## config.mk

```make
export PLATFORM = sky130hd
export DESIGN_NAME = cby_param_shadow
export DESIGN_NICKNAME = d
export VERILOG_FILES = /design/src/rtl/cby_param_shadow.sv
export SDC_FILE = /design/constraint.sdc
export NUM_CORES = 1
export LEC_CHECK = 0
export ABC_AREA = 1
export BUFFER_PORTS_ARGS = -buffer_cell sky130_fd_sc_hd__buf_2
export CORE_AREA = 8 8 62 64
export CTS_CLUSTER_DIAMETER = 150
export DETAILED_ROUTE_END_ITERATION = 6
export DIE_AREA = 0 0 70 72
export PLACE_DENSITY_LB_ADDON = 0.08
export SYNTH_ARGS = -nofsm -noshare
export SYNTH_HDL_FRONTEND = slang
export SYNTH_SLANG_ARGS = --single-unit
export TNS_END_PERCENT = 50
```

## constraint.sdc

```tcl
create_clock -name prog_clk -period 1.91 [get_ports prog_clk]
set_input_delay 0.2865 -clock prog_clk [delete_from_list [all_inputs] [get_ports prog_clk]]
set_output_delay 0.2865 -clock prog_clk [all_outputs]
set_load 0.005 [all_outputs]
```

## src/rtl/cby_param_shadow.sv

```systemverilog
// cby_param_shadow: Y-channel connection block with shadowed serial config; define CBY_IPIN_REG_EN to register ipin_out
module cby_param_shadow #(
    parameter int CHAN_WIDTH   = 9,
    parameter int NUM_IPIN     = 4,
    parameter int MUX_SIZE     = 6,
    parameter int TRACK_STRIDE = 1
) (
    input  logic                  prog_clk,
    input  logic                  prog_reset,
    input  logic [CHAN_WIDTH-1:0] chany_bottom_in,
    input  logic [CHAN_WIDTH-1:0] chany_top_in,
    output logic [CHAN_WIDTH-1:0] chany_bottom_out,
    output logic [CHAN_WIDTH-1:0] chany_top_out,
    output logic [NUM_IPIN-1:0]   ipin_out,
    input  logic                  ccff_head,
    input  logic                  ccff_en,
    input  logic                  ccff_commit,
    output logic                  ccff_tail,
    output logic                  cfg_done
);
    localparam int SEL_W     = $clog2(MUX_SIZE);
    localparam int CHAIN_LEN = NUM_IPIN * SEL_W;
    localparam int CNT_W     = $clog2(CHAIN_LEN + 1);

    logic [CHAIN_LEN-1:0] chain_q, chain_d, shadow_q, shadow_d;
    logic [CNT_W-1:0]     cnt_q, cnt_d;
    logic                 cfg_done_q, cfg_done_d;
    logic [NUM_IPIN-1:0]  mux_o;
`ifdef CBY_IPIN_REG_EN
    logic [NUM_IPIN-1:0]  ipin_q, ipin_d;
`endif

    assign chany_top_out    = chany_bottom_in;
    assign chany_bottom_out = chany_top_in;
    assign ccff_tail        = chain_q[CHAIN_LEN-1];
    assign cfg_done         = cfg_done_q;

    // mux inputs padded to a power of two; unused codes read as 0
    for (genvar i = 0; i < NUM_IPIN; i++) begin : g_pin
        logic [2**SEL_W-1:0] mux_in;
        for (genvar k = 0; k < 2**SEL_W; k++) begin : g_in
            localparam int P = (i * TRACK_STRIDE + k / 2) % CHAN_WIDTH;
            assign mux_in[k] = (k >= MUX_SIZE) ? 1'b0 :
                               (k % 2 == 1) ? chany_top_in[P] : chany_bottom_in[P];
        end
        assign mux_o[i] = mux_in[shadow_q[i*SEL_W +: SEL_W]];
    end

    always_comb begin
        chain_d    = ccff_en ? CHAIN_LEN'({chain_q, ccff_head}) : chain_q;
        shadow_d   = ccff_commit ? chain_q : shadow_q;
        cnt_d      = ccff_commit ? CNT_W'(ccff_en) :
                     (ccff_en && !cfg_done_q) ? cnt_q + CNT_W'(1) : cnt_q;
        cfg_done_d = cnt_d == CNT_W'(CHAIN_LEN);
`ifdef CBY_IPIN_REG_EN
        ipin_d     = mux_o;
`endif
    end

    always_ff @(posedge prog_clk) begin
        if (prog_reset) begin
            chain_q    <= '0;
            shadow_q   <= '0;
            cnt_q      <= '0;
            cfg_done_q <= 1'b0;
`ifdef CBY_IPIN_REG_EN
            ipin_q     <= '0;
`endif
        end else begin
            chain_q    <= chain_d;
            shadow_q   <= shadow_d;
            cnt_q      <= cnt_d;
            cfg_done_q <= cfg_done_d;
`ifdef CBY_IPIN_REG_EN
            ipin_q     <= ipin_d;
`endif
        end
    end

`ifdef CBY_IPIN_REG_EN
    assign ipin_out = ipin_q;
`else
    assign ipin_out = mux_o;
`endif
endmodule

```

==> results.sh <==
export IMPL_final_setup_skew_ns=0.00535
export IMPL_grt_antenna_before_repair=0
export IMPL_die_area_um2=5040
export IMPL_maxCapViolations=0
export IMPL_grt_start_max_net_pins=25
export IMPL_mappedNetlistArea_um2=1460
export IMPL_num_rows=20
export IMPL_horizontal_die_dimension_um=70
export IMPL_topRoutingLayerUsed="met4"
export IMPL_cts_root_buffer_cell="clkbuf_4"
export IMPL_worst_skew_pair_late_latency_ns=0.32
export IMPL_via_per_inst=4.83
export IMPL_post_synth_inst_count=215
export IMPL_cp_arrival_ns=1.34
export IMPL_cts_path_max_buffers=2
export IMPL_wl_per_cell_um=11.4
export IMPL_die_height_um=72
export IMPL_period_share_pct=84.9
export IMPL_hold_ws_ns=0.163
export IMPL_drt_initial_drc_count=54
export IMPL_timing_max_slew_rel_slack_pct=65.9
export IMPL_initial_utilization_pct=50.1
export IMPL_postSynthRegisterBits=29
export IMPL_startpoint_type="flip-flop"
export IMPL_drt_antenna_violating_nets=0
export IMPL_num_vias=1289
export IMPL_worstSetupEndpointType="primary output"
export IMPL_placement_setup_worst_slack_ns=0.641
export IMPL_numPortBuffers=34
export IMPL_postRouteWirelength_um=3060
export IMPL_finalSetupViolations=0
export IMPL_max_clock_freq_mhz=616
export IMPL_post_synth_cell_area_avg_um2=6.77
export IMPL_post_cts_buffers=0
export IMPL_maxSlewViolCount=0
export IMPL_setup_total_negative_slack_ns=0
export IMPL_final_hold_viol_count=0
export IMPL_pin_count=47
export IMPL_power_ir_vdd_worst_uv=526
export IMPL_grtUsageTotal_pct=12.8
export IMPL_postLayoutCoreUtil_pct=53.8
export IMPL_dp_hpwl_um=2340
export IMPL_detailroute_wirelength_met2_um=1240
export IMPL_netlist_cell_type_count=18
export IMPL_grt_residual_overflow=0
export IMPL_timing_final_ws_setup_ns=0.288
export IMPL_post_layout_total_power_uw=1180
export IMPL_clock_sinks=29
export IMPL_synth_warning_count=0
export IMPL_global_route_wire_length_before_repair_um=5400
export IMPL_critPathMaxFanout=5
export IMPL_final_nets=257
export IMPL_first_global_vias=1289
export IMPL_synth_net_count=239
export IMPL_timing_worst_setup_path_type="reg2out"
export IMPL_critPathRequiredTime_ns=1.62
export IMPL_detailroute_wirelength_met3_um=332
export IMPL_grt_setup_unrepaired="false"
export IMPL_power_density_nw_per_um2=754
export IMPL_cts_repair_resize_count=0
export IMPL_run_status="finished clean"
export IMPL_h_tree_levels=2
export IMPL_num_antenna_cells=0
export IMPL_tightestPinTransition_ns=0.511
export IMPL_synth_seq_area_share_pct=39.9
export IMPL_cts_tree="done"
export IMPL_coreArea_um2=2900
export IMPL_postCtsHoldBufs=0
export IMPL_finalWeightedCongestion=0.869
export IMPL_power_static_leakage_uw=0.000774
export IMPL_fraction_of_final_layout_cells_with_drive_strength_greater_than_1_pct=17.9
export IMPL_clkSlewWorstSetupHoldPaths_ns=0.08
export IMPL_min_delay_path_class="in2reg"
export IMPL_layout_area_overhead_vs_synth_pct=7.22
export IMPL_timing_final_crit_period_ns=1.62
export IMPL_drt_met1_wl_um=1390
export IMPL_drt_pre_antenna_iters=4
export IMPL_detail_route_drc_violations=0
export IMPL_tritoncts_num_buffers=5
[sequential cells by signal (all words and copies together), names as in the netlist]
| name | flops |
|---|---|
| cnt_q | 4 |
| chain_q | 12 |
| shadow_q | 12 |
| cfg_done | 1 |
[cells by family after synthesis]
family,share of synthesized area [%]
compound gates,15.6
fa+ha+maj,0.860
buf+inv,18.9
flops,39.9
simple gates,24.7
[per-stage QoR]
step | area [um^2] | instances
2_1_floorplan | 1460 | 215
3_3_place_gp | 1510 | 259
4_1_cts | 1560 | 267
6_report | 1560 | 267
5_1_grt | 1560 | 267
3_5_place_dp | 1510 | 259
[layout by cell type, fill, tap and decap left out]
| master | synthesis | routed |
|---|---|---|
| nand3_1 | 13 | 13 |
| buf_4 | 18 | 1 |
| nand2_1 | 32 | 32 |
| nor2_2 | 1 | 1 |
| clkbuf_4 | 0 | 5 |
| nand3b_1 | 1 | 1 |
| buf_2 | 3 | 34 |
| a21oi_1 | 9 | 9 |
| or2_0 | 1 | 1 |
| ha_1 | 1 | 1 |
| clkbuf_1 | 2 | 3 |
| dfxtp_1 | 29 | 29 |
| o2111ai_1 | 4 | 4 |
| inv_1 | 29 | 29 |
| inv_2 | 1 | 1 |
| o21bai_1 | 1 | 1 |
| o21ai_0 | 28 | 28 |
| nor2_1 | 41 | 41 |
[path summary, 6_finish.rpt]
kind / cells past startpoint / from / slack, ns / end
worst max register to register: 6 / cnt_q[0] / 0.84 / cfg_done
worst min register to register: 2 / cnt_q[2] / 0.51 / cnt_q[2]
worst min-delay path: 2 / prog_reset / 0.16 / cnt_q[1]
worst max-delay path: 7 / shadow_q[9] / 0.29 / ipin_out[3]
[routing by layer]
layer | track usage (%) | vias to the layer above
li1 | - | 698
met1 | 14.1 | 526
met2 | 18.9 | 53
met3 | 6.28 | 12
met4 | 8.93 | 0
met5 | 0 | -
[power by group]
group | total (uW) | internal, uW | switching [uW]
combinational | 175 | 73.8 | 102
sequential | 665 | 639 | 26.0
clock | 337 | 146 | 191
[cell usage after synthesis, drive strengths merged]
library cell / number / share of area (%)
o21ai: 28 / 9.6
nand3b: 1 / 0.52
ha: 1 / 0.86
buf: 21 / 10
inv: 30 / 7.7
nor2: 42 / 11
clkbuf: 3 / 0.86
dfxtp: 29 / 40
or2: 1 / 0.43
o2111ai: 4 / 2.4
a21oi: 9 / 3.1
o21bai: 1 / 0.52
nand2: 32 / 8.3
nand3: 13 / 4.5
[worst max-delay path, cell delays in order, from the launching register on]
cell and delay, ns:
dfxtp_1 0.40, inv_1 0.09, or2_0 0.20, nand2_1 0.06, nand2_1 0.04, inv_1 0.04, o21ai_0 0.05, buf_2 0.13
[area by class of cell]
| cell class | instances | area, um^2 |
|---|---|---|
| Clock buffer | 8 | 48.8 |
| Fill cell | 313 | 1340 |
| Inverter | 30 | 113 |
| Multi-Input combinational cell | 132 | 599 |
| Sequential cell | 29 | 581 |
| Tap cell | 33 | 41.3 |
| Timing Repair Buffer | 35 | 178 |
Note: power is estimated with default switching activity, not from simulation.
